File: src/rtl/wb_arbiter.sv
// wb_arbiter: merges register-file write requests from three result sources
// (alu, fpu, mem) into the single core write port.
//
// Each source owns a FIFO_DEPTH-entry queue holding {fmode, rd, data}. At most
// one entry is popped per cycle from the granted non-empty queue. The popped
// entry is registered onto the write port on the same edge as the pop.
//
// Build option:
//   WB_ARBITER_RR_EN  defined   -> round-robin grant, order alu -> fpu -> mem -> alu
//                     undefined -> fixed priority mem > fpu > alu, no rotation state
//
// Ports:
//   clk, rstn                    clock, synchronous active-low reset
//   <s>_valid/_ready             per-source push handshake (s = alu, fpu, mem)
//   <s>_fmode/_rd/_data          per-source entry: file select, register, value
//   wenable/wfmode/wreg/wdata    registered register-file write port
//   idle                         all queues empty and no write strobe this cycle

module wb_arbiter #(
  parameter int unsigned FIFO_DEPTH = 2
) (
  input  logic        clk,
  input  logic        rstn,

  input  logic        alu_valid,
  output logic        alu_ready,
  input  logic        alu_fmode,
  input  logic [4:0]  alu_rd,
  input  logic [31:0] alu_data,

  input  logic        fpu_valid,
  output logic        fpu_ready,
  input  logic        fpu_fmode,
  input  logic [4:0]  fpu_rd,
  input  logic [31:0] fpu_data,

  input  logic        mem_valid,
  output logic        mem_ready,
  input  logic        mem_fmode,
  input  logic [4:0]  mem_rd,
  input  logic [31:0] mem_data,

  output logic        wenable,
  output logic        wfmode,
  output logic [4:0]  wreg,
  output logic [31:0] wdata,
  output logic        idle
);

  localparam int unsigned AW = $clog2(FIFO_DEPTH);
  localparam int unsigned NS = 3;  // source index: 0 alu, 1 fpu, 2 mem
  localparam logic [AW:0] PTR_ONE = {{AW{1'b0}}, 1'b1};

  typedef struct packed {
    logic        fmode;
    logic [4:0]  rd;
    logic [31:0] data;
  } entry_t;

  // Source-indexed views of the ports
  logic   [NS-1:0] valid;
  logic   [NS-1:0] ready;
  entry_t          in_entry [NS];

  assign valid       = {mem_valid, fpu_valid, alu_valid};
  assign in_entry[0] = '{fmode: alu_fmode, rd: alu_rd, data: alu_data};
  assign in_entry[1] = '{fmode: fpu_fmode, rd: fpu_rd, data: fpu_data};
  assign in_entry[2] = '{fmode: mem_fmode, rd: mem_rd, data: mem_data};

  assign alu_ready = ready[0];
  assign fpu_ready = ready[1];
  assign mem_ready = ready[2];

  // Queue state: wrap-around pointers carry one extra bit to tell full from empty
  entry_t          mem_q  [NS][FIFO_DEPTH];
  logic   [AW:0]   wptr_q [NS];
  logic   [AW:0]   rptr_q [NS];
  logic   [NS-1:0] empty;
  logic   [NS-1:0] full;
  logic   [NS-1:0] push;
  logic   [NS-1:0] gnt;

  // Cleared by reset, set the cycle after release; holds ready low through
  // reset without a combinational path from rstn to the ready outputs.
  logic            run_q;

  always_comb begin
    empty = '0;
    full  = '0;
    for (int i = 0; i < NS; i++) begin
      empty[i] = (wptr_q[i] == rptr_q[i]);
      full[i]  = (wptr_q[i][AW] != rptr_q[i][AW]) &&
                 (wptr_q[i][AW-1:0] == rptr_q[i][AW-1:0]);
    end
  end

  // Ready depends only on registered state
  assign ready = {NS{run_q}} & ~full;
  assign push  = valid & ready;

  // Grant selection
`ifdef WB_ARBITER_RR_EN
  // rr_q names the source the next search starts from
  logic [1:0]  rr_q;
  logic [1:0]  gnt_idx;

  always_comb begin
    int unsigned idx;
    logic        found;
    gnt     = '0;
    gnt_idx = 2'd0;
    idx     = 0;
    found   = 1'b0;
    for (int k = 0; k < NS; k++) begin
      idx = int'(rr_q) + k;
      if (idx >= NS) idx = idx - NS;
      if (!found && !empty[idx]) begin
        found    = 1'b1;
        gnt[idx] = 1'b1;
        gnt_idx  = 2'(idx);
      end
    end
  end

  always_ff @(posedge clk) begin
    if (!rstn) begin
      rr_q <= 2'd0;
    end else if (|gnt) begin
      rr_q <= (gnt_idx == 2'd2) ? 2'd0 : gnt_idx + 2'd1;
    end
  end
`else
  always_comb begin
    gnt = '0;
    if (!empty[2]) begin
      gnt[2] = 1'b1;
    end else if (!empty[1]) begin
      gnt[1] = 1'b1;
    end else if (!empty[0]) begin
      gnt[0] = 1'b1;
    end
  end
`endif

  // Head of the granted queue
  entry_t pop_entry;
  logic   pop_write;

  always_comb begin
    pop_entry = '0;
    for (int i = 0; i < NS; i++) begin
      if (gnt[i]) pop_entry = mem_q[i][rptr_q[i][AW-1:0]];
    end
  end

  // Integer x0 is hardwired zero: pop the entry but never strobe it
  assign pop_write = (|gnt) && (pop_entry.fmode || (pop_entry.rd != 5'd0));

  // Queue storage needs no reset; the pointers define what is valid
  always_ff @(posedge clk) begin
    for (int i = 0; i < NS; i++) begin
      if (push[i]) mem_q[i][wptr_q[i][AW-1:0]] <= in_entry[i];
    end
  end

  logic        wenable_q;
  logic        wfmode_q;
  logic [4:0]  wreg_q;
  logic [31:0] wdata_q;

  always_ff @(posedge clk) begin
    if (!rstn) begin
      run_q     <= 1'b0;
      wenable_q <= 1'b0;
      wfmode_q  <= 1'b0;
      wreg_q    <= 5'd0;
      wdata_q   <= 32'd0;
      for (int i = 0; i < NS; i++) begin
        wptr_q[i] <= '0;
        rptr_q[i] <= '0;
      end
    end else begin
      run_q <= 1'b1;
      for (int i = 0; i < NS; i++) begin
        if (push[i]) wptr_q[i] <= wptr_q[i] + PTR_ONE;
        if (gnt[i])  rptr_q[i] <= rptr_q[i] + PTR_ONE;
      end
      // Strobe is a single-cycle pulse; the data fields hold when nothing is written
      wenable_q <= pop_write;
      if (pop_write) begin
        wfmode_q <= pop_entry.fmode;
        wreg_q   <= pop_entry.rd;
        wdata_q  <= pop_entry.data;
      end
    end
  end

  assign wenable = wenable_q;
  assign wfmode  = wfmode_q;
  assign wreg    = wreg_q;
  assign wdata   = wdata_q;
  assign idle    = (&empty) && !wenable_q;

endmodule

File: config.mk
export PLATFORM = sky130hd
export DESIGN_NAME = wb_arbiter
export DESIGN_NICKNAME = d
export VERILOG_FILES = /design/src/rtl/wb_arbiter.sv
export SDC_FILE = /design/constraint.sdc
export NUM_CORES = 1
export LEC_CHECK = 0
export CAP_MARGIN = 20
export CORE_AREA = 2 2 240 183
export DETAILED_ROUTE_END_ITERATION = 8
export DIE_AREA = 0 0 242 185
export PLACE_DENSITY = 0.54
export REMOVE_ABC_BUFFERS = 1
export SYNTH_ARGS = -nofsm -noshare
export SYNTH_HDL_FRONTEND = slang
export SYNTH_SLANG_ARGS = --single-unit
File: constraint.sdc
create_clock -name clk -period 4.6 [get_ports clk]
set_input_delay 0.46 -clock clk [delete_from_list [all_inputs] [get_ports clk]]
set_output_delay 0.46 -clock clk [all_outputs]
set_load 0.02 [all_outputs]
==> results.txt <==
outcome: finished clean
Ys Warns: 0
sequential power share: 0.414
most common cell after layout, fill and taps aside: edfxtp_1
Antenna Diode Count: 0
cell count after synthesis: 705
core area: 42600 um2
total track usage: 0.128
dpl hpwl: 19000 um
met2 Track Usage GR: 0.200
Least-Margin Pin Slew: 0.997 ns
Critical Path, Cell by Cell: buf_4 > xor2_1 > nor2_4 > buf_4 > nand3_2 > o221ai_1 > nand3_1 > o21ai_1
Pleak: 4.70 nW
Clock Path Buffers: 3
fin crit share: 0.799
Synth area leader: edfxtp_1
CP Launch Type: flop
root buffer cell: clkbuf_16
die area: 44800 um2
design area: 14000 um2
CTS Sinks: 280
fin crit period: 3.67 ns
# port buffers: 161
crit path capture type: flop
Starting Density: 0.256
sequential area share after synthesis: 0.735
Final Hold Viols: 0
final design utilization: 0.330
DR vias/cell: 4.47
hold-fix buffers at CTS: 0
Crit Path Max Fanout: 41
switch share: 0.341
final-report max-slew violation count: 0
postcts setup bufs: 0
Req. time, crit path: 5.07 ns
Die Wd: 242 um
CP arrival: 4.14 ns
clock-pin transition on the worst setup and hold timing paths: 0.06 ns
cts repair resizes: 0
RSZ-0062 raised after global routing: false
Routed WL: 29200 um
Vias: 6533
First DRT Iteration DRCs: 441
MaxCap Viol Count: 0
Clock power frac: 0.262
TritonRoute pass-1 iters: 5
met1 Usage GRT: 0.186
gr busiest metal: met2
Max Freq: 272 MHz
internal power: 5.35 mW
VDD IR max: 0.317 mV
global-route wire length before repair: 42300 um
HP Class: reg2reg
Worst slew margin: 0.318
IO Count: 162
switching power: 2.76 mW
Worst-Skew Late Latency: 0.54 ns
die height: 185 um
most frequent cells in the layout: 240 x edfxtp_1, 160 x clkdlybuf4s50_1, 114 x mux2i_1
placed instance area: 13200 um2
CTS tree: done
initial antenna violation count: 0
Area contributors post-synth: edfxtp_1 66%, mux2i_1 10%, dfxtp_1 7.3%
CP dominant cell by count: buf_4
CTS H-tree depth: 1
drc violations: 0
post-synth top area share: 0.661
Area Growth Syn to Fin: 28.9%
Setup Skew: 0.00850 ns
mapped cell area: 10900 um2
share of post-route cells with drive strength above 1: 0.0804
routed len/inst: 20.0 um
post-route ant nets: 0
Synth cell types: 28
combinational power share: 0.324
row cnt: 66
vias in the first global route: 6358
grt total ovfl: 0
met3 usage: 0.0248
CP Class: reg2reg
Bufs and invs on worst path: 2
Power Total: 8.12 mW
Critical-path top delay cell: nand3_2
#FFs+latches synth: 280
Power Density: 578 nW/um2
Num CTS Buffers: 27
Final GP Congestion: 0.748
slowest stage delay, CP: 0.88 ns
Top Family by Delay on Critical Path: simple AND/OR/NAND/NOR gates
endpoints failing setup: 0
maximum number of pins on one net before global-route repair: 86
nets: 981
Syn Area/Cell: 15.5 um2
[cell families after synthesis]
family,Yosys count,synth area share
flops,280,0.735
simple gates,148,0.0653
mux,114,0.105
compound gates,99,0.0615
buf+inv,48,0.0188
xor+xnor,16,0.0149
[cell usage after synthesis (all sizes together)]
cell	count
nor2	19
xnor2	11
nand2	56
o21ai	45
nand2b	1
dfxtp	40
nor4	2
nand3	34
mux2i	114
xor2	5
a21boi	3
o221ai	32
a2111oi	6
o31a	6
clkbuf	24
edfxtp	240
and2	1
nand4	32
and3	3
o31ai	1
a21oi	6
buf	24
[state kept, by name (all words and copies together), names as in the netlist]
register / cells
mem_q: 228
rptr_q: 6
run_q: 1
wdata: 32
wenable: 1
wfmode: 1
wptr_q: 6
wreg: 5
[layout make-up]
cell class | instances | area, um2
well taps | 578 | 723
multi-input cells | 377 | 2740
flip-flops and latches | 280 | 8010
clock buffers | 39 | 761
repair buffers | 176 | 1730
fillers | 4209 | 28600
clock inverters | 11 | 80.1
[worst paths after layout]
| path | startpoint | to | slack (ns) | cells past startpoint |
|---|---|---|---|---|
| max | rptr_q[0][4] | wdata[3] | 0.93 | 8 |
| min | wdata[11] | wdata[11] | 0.46 | 2 |
| max reg2reg | rptr_q[0][4] | wdata[3] | 0.93 | 8 |
| min reg2reg | wdata[11] | wdata[11] | 0.46 | 2 |
[through the flow]
step / hold slack [ns] / worst slack [ns] / std cells / TNS [ns]
after floorplan: 0.488 / -0.223 / 657 / -18.41
after global placement: 0.448 / 1.05 / 1410 / 0
after detailed placement: 0.456 / 0.890 / 1411 / 0
after CTS: 0.464 / 0.837 / 1461 / 0
after global routing: 0.467 / 0.634 / 1461 / 0
final: 0.461 / 0.927 / 1461 / 0
[per-layer routing]
layer,up-vias,wire length [um]
li1,3076,-
met1,3227,14300
met2,200,12900
met3,30,1520
met4,0,386
met5,-,0
[power groups by stage]
stage	combinational, mW	clock [mW]	sequential [mW]
finish	2.63	2.13	3.36
global route	2.85	2.28	3.39
CTS	2.70	2.18	3.37
floorplan	1.23	0	3.67
global placement	2.64	0	3.42
detailed placement	2.69	0	3.42
[tightest hold or removal path, delay by kind of cell (launching register included)]
family	cells	cell delay (ns)
AOI/OAI and AO/OA	1	0.05
DFF	1	0.31
and+or+nand+nor	1	0.06
Note: power is estimated with default switching activity, not from simulation.
==> RTL edit 1, RTL diff (same flow settings) <==
Change the parameter `FIFO_DEPTH` from 2 to 4.
--- a/src/rtl/wb_arbiter.sv
+++ b/src/rtl/wb_arbiter.sv
@@ -17,7 +17,7 @@
 //   idle                         all queues empty and no write strobe this cycle
 
 module wb_arbiter #(
-  parameter int unsigned FIFO_DEPTH = 2
+  parameter int unsigned FIFO_DEPTH = 4
 ) (
   input  logic        clk,
   input  logic        rstn,
Behaviour: not the same (a bounded check fails within 4 cycles, from zero or initial values and one cycle with rstn low).
==> RTL edit 1 against the original RTL <==
Sequential cell count rose by 234. Critical path depth shrank 3. Non-clock buffer count up 14. Wire length grew 51%. Final area increased by 71%. Via count rose by 49%. Worst setup slack better by 98 ps. Core utilization is 23 points higher. Fmax increased by 2.7%. Total power is 64% higher. Sequential power rose by 73%. Synthesized area increased by 83%. Critical path type is now register to output port.
==> RTL edit 1: results (changes against the original RTL) <==
Status -> complete, no violations
Worst slack at placement -> 1430 ps (+543 ps)
Vias in the first global route -> 10171 (+60%)
Nets@finish -> 1296 (+32%)
R2R Setup Slk -> 1310 ps (+380 ps)
Post-synth EDFFs -> 474 (+98%)
R2r endpoint -> wdata[26]
Area contributors post-synth -> edfxtp_1 71%, mux4_2 13%, dfxtp_1 4.0%
Leading cell types by count after synthesis -> 474 x edfxtp_1, 114 x mux4_2, 41 x nand2_1
Maximum vdd drop -> 382 uV (+20%)
Worst hold path endpoint -> run_q
First-pass GRT wire length -> 65.6 mm (+55%)
Insertion delay to the later sink of the worst-skew pair -> 570 ps (+30 ps)
H-tree levels -> 2 (+1)
Register area share after synthesis -> 75.2% (+1.7 points)
Initial antenna violation count -> 3 (+3)
R2R depth -> 7 (-1)
Non-filler cells in the finished layout -> 1779 (+22%)
Placer Congestion -> 0.786 (+5.1%)
Reg2reg start -> rptr_q[0][0]
First-pass DRT Iterations -> 8 (+3)
Tot GR Track Use -> 19.9% (+7.1 points)
Crit path DAT -> 3110 ps (-1030 ps)
P_leak -> 7.92 nW (+68%)
Hold path depth -> 1 (-1)
[RTL edit 1: cell types whose count changed in the layout (fill, tap and decap cells not counted), moves of 26 or more]
cell,change
o221ai_1,-32
o21ai_1,-29
edfxtp_1,+234
nor2b_1,+32
a311o_1,+34
nand4_1,-32
clkbuf_16,+26
o211ai_1,+32
mux2i_1,-82
nand3_1,-29
mux4_2,+114
[RTL edit 1: cell type report]
class | count | area [um2]
clock buffer | 70 | 1450
multi-input combinational | 395 | 4660
clock inverter | 20 | 243
tap | 578 | 723
fill | 3321 | 18600
sequential | 514 | 15000
antenna | 1 | 2.50
inverter | 11 | 41.3
timing repair buffer | 190 | 1830
[RTL edit 1: logic make-up after synthesis]
group	after synthesis	synth area share (%)
AOI/OAI and AO/OA	91	3.90
xor gates and xnor gates	15	0.657
adders and majority gates	15	0.939
buffers and inverters	70	1.61
DFF	514	75.2
muxes	146	14.4
and+or+nand+nor	128	3.27
[RTL edit 1: worst max-delay path by stage]
| stage | from | endpoint | slack (ps) | cells after the start |
|---|---|---|---|---|
| 2_1_floorplan | rptr_q[0][3] | wfmode | -1360 | 6 |
| 3_3_place_gp | rptr_q[0][0] | wdata[19] | 1520 | 7 |
| 3_5_place_dp | rptr_q[0][0] | wdata[7] | 1430 | 7 |
| 4_1_cts | rptr_q[0][3] | idle | 960 | 5 |
| 5_1_grt | rptr_q[0][3] | idle | 820 | 5 |
| 6_report | rptr_q[0][3] | idle | 1030 | 5 |
[RTL edit 1: power breakdown]
| group | internal [W] | total [W] | switching [W] |
|---|---|---|---|
| registers | 0.00556 | 0.00580 | 0.000243 |
| logic | 0.00148 | 0.00326 | 0.00178 |
| clock network | 0.00252 | 0.00421 | 0.00169 |
| total | 0.00956 | 0.0133 | 0.00371 |
[RTL edit 1: worst max-delay path: stages (launching register included)]
cell and delay [ps]:
edfxtp_1 630, xor2_1 320, nor3_4 410, nand3_1 380
nor2_1 180, clkdlybuf4s50_1 620
[RTL edit 1: metal layers]
metal | vias to the layer above | global-route usage, % | share of wire (%)
li1 | 4410 | - | -
met1 | 5052 | 27.2 | 43
met2 | 227 | 33.7 | 50
met3 | 62 | 3.69 | 4.8
met4 | 4 | 4.42 | 1.6
met5 | - | 0 | 0.068
[RTL edit 1: per-stage QoR]
stage	setup TNS, ps	cell area (um2)	util (%)
2_1_floorplan	-62590	19700	-
3_3_place_gp	0	22300	52.3
3_5_place_dp	0	22300	52.3
4_1_cts	0	24000	56.3
5_1_grt	0	24000	56.3
6_report	0	24000	56.3
==> RTL edit 2, RTL diff (config.mk and constraints unchanged) <==
Without the edit above. Register the inputs `alu_fmode`, `fpu_fmode` and `mem_fmode` before use, without a reset. The logic sees them one clock later. The other inputs are not delayed to match.
--- a/src/rtl/wb_arbiter.sv
+++ b/src/rtl/wb_arbiter.sv
@@ -57,15 +57,25 @@
     logic [31:0] data;
   } entry_t;
 
+  logic alu_fmode_q;
+  logic fpu_fmode_q;
+  logic mem_fmode_q;
+
+  always_ff @(posedge clk) begin
+    alu_fmode_q <= alu_fmode;
+    fpu_fmode_q <= fpu_fmode;
+    mem_fmode_q <= mem_fmode;
+  end
+
   // Source-indexed views of the ports
   logic   [NS-1:0] valid;
   logic   [NS-1:0] ready;
   entry_t          in_entry [NS];
 
   assign valid       = {mem_valid, fpu_valid, alu_valid};
-  assign in_entry[0] = '{fmode: alu_fmode, rd: alu_rd, data: alu_data};
-  assign in_entry[1] = '{fmode: fpu_fmode, rd: fpu_rd, data: fpu_data};
-  assign in_entry[2] = '{fmode: mem_fmode, rd: mem_rd, data: mem_data};
+  assign in_entry[0] = '{fmode: alu_fmode_q, rd: alu_rd, data: alu_data};
+  assign in_entry[1] = '{fmode: fpu_fmode_q, rd: fpu_rd, data: fpu_data};
+  assign in_entry[2] = '{fmode: mem_fmode_q, rd: mem_rd, data: mem_data};
 
   assign alu_ready = ready[0];
   assign fpu_ready = ready[1];
Formal check against the unedited RTL: not equivalent (a bounded check fails within 4 cycles, from zero or initial values and one cycle with rstn low).
==> RTL edit 2 against the original RTL <==
Non-clock buffer count shrank 1. Synthesized area is 1.1% higher. Sequential share of layout area fell by 0.61 points. Worst setup slack got worse by 16 ps. Total power rose by 5.8%. Final area is 1.8% higher. Wire length up 0.86%. Clock power increased by 19%. Sequential cell count up 3. Via count is 1.2% higher. Critical path type is now register to output port. Largest cell class unchanged. Highest routed layer unchanged.
==> RTL edit 2: results (changes against the original RTL) <==
Placed cell area -> 0.0133 mm2 (+0.43%)
Non-clk bufs -> 175 (-0.57%)
Vias in the first global route -> 6759 (+6.3%)
Area contributors post-synth -> edfxtp_1 65%, mux2i_1 10%, dfxtp_1 7.8%
Netlist cell types -> 32 (+14%)
Clk_skew -> 16.9 ps (+8.41 ps)
Final WL -> 29.4 mm (+0.86%)
Hold path depth -> 1 (-1)
Crit path DAT -> 3230 ps (-910 ps)
Worst path max stage delay -> 690 ps (-190 ps)
P_leak -> 4.82 nW (+2.5%)
Seq/total area -> 56.4% (-0.61 points)
Share of power burned in combinational logic -> 30.9% (-1.5 points)
Placer Congestion -> 0.741 (-0.96%)
Part of the power in the clock network -> 29.5% (+3.3 points)
Register area share after synthesis -> 73.2% (-0.22 points)
DP HPWL -> 19.3 mm (+1.4%)
Hold path start -> alu_fmode
Seq Cell Count -> 283 (+1.1%)
Slew headroom -> 28.3% (-3.5 points)
Cts bufs inserted -> 29 (+7.4%)
Initial DRC count -> 486 (+10%)
Inverters -> 1 (+1)
Via count -> 6612 (+1.2%)
First-pass GRT wire length -> 43.0 mm (+1.7%)
Cell class contributing the biggest share of worst-path delay -> buffers and inverters
Hold Crit Class -> primary input to register
Nets@finish -> 979 (-0.20%)
Maximum vdd drop -> 361 uV (+14%)
Final setup margin -> 911 ps (-15.6 ps)
Internal Pwr Total -> 0.00573 W (+7.1%)
Share of cells above drive strength 1 -> 9.30% (+1.3 points)
CP startpoint -> rptr_q[0][5]
NonClk Buf Share -> 12.1% (-0.28 points)
Critical Path Fanout Max -> 25 (-39%)
R2R Setup Slk -> 990 ps (+60 ps)
Placed insts -> 1407 (-0.28%)
WHS -> 358 ps (-103 ps)
Filler cells -> 4230 (+0.50%)
Fin area -> 0.0143 mm2 (+1.8%)
Clk_buf instances -> 37 (-5.1%)
Min Tclk post-route -> 3690 ps (+15.6 ps)
R2r endpoint -> wdata[23]
Status -> complete, no violations
## RTL edit 2: changes by cell type after synthesis, moves of 4 or more
cell | unedited run | this run
buf_6 | 0 | 5
nand2_1 | 56 | 43
nor2_1 | 19 | 23
a31oi_1 | 0 | 4
o21ai_0 | 16 | 9
## RTL edit 2: cells by family (layout without fill, tap and decap cells)
| family | Yosys count | count (layout) | synth area share [%] |
|---|---|---|---|
| XOR/XNOR | 16 | 16 | 1.68 |
| AND/OR/NAND/NOR | 141 | 141 | 6.17 |
| multiplexers | 114 | 114 | 10.4 |
| flip-flops | 283 | 283 | 73.2 |
| AO/OA/AOI/OAI | 99 | 99 | 6.15 |
| buffers and inverters | 51 | 229 | 2.40 |
## RTL edit 2: metal layers
| layer | vias up | part of all wire, % | track usage, % |
|---|---|---|---|
| met3 | 34 | 5.0 | 2.39 |
| met1 | 3293 | 48 | 18.2 |
| met5 | - | 0 | 0 |
| li1 | 3075 | - | - |
| met4 | 0 | 1.6 | 2.44 |
| met2 | 210 | 45 | 20.9 |
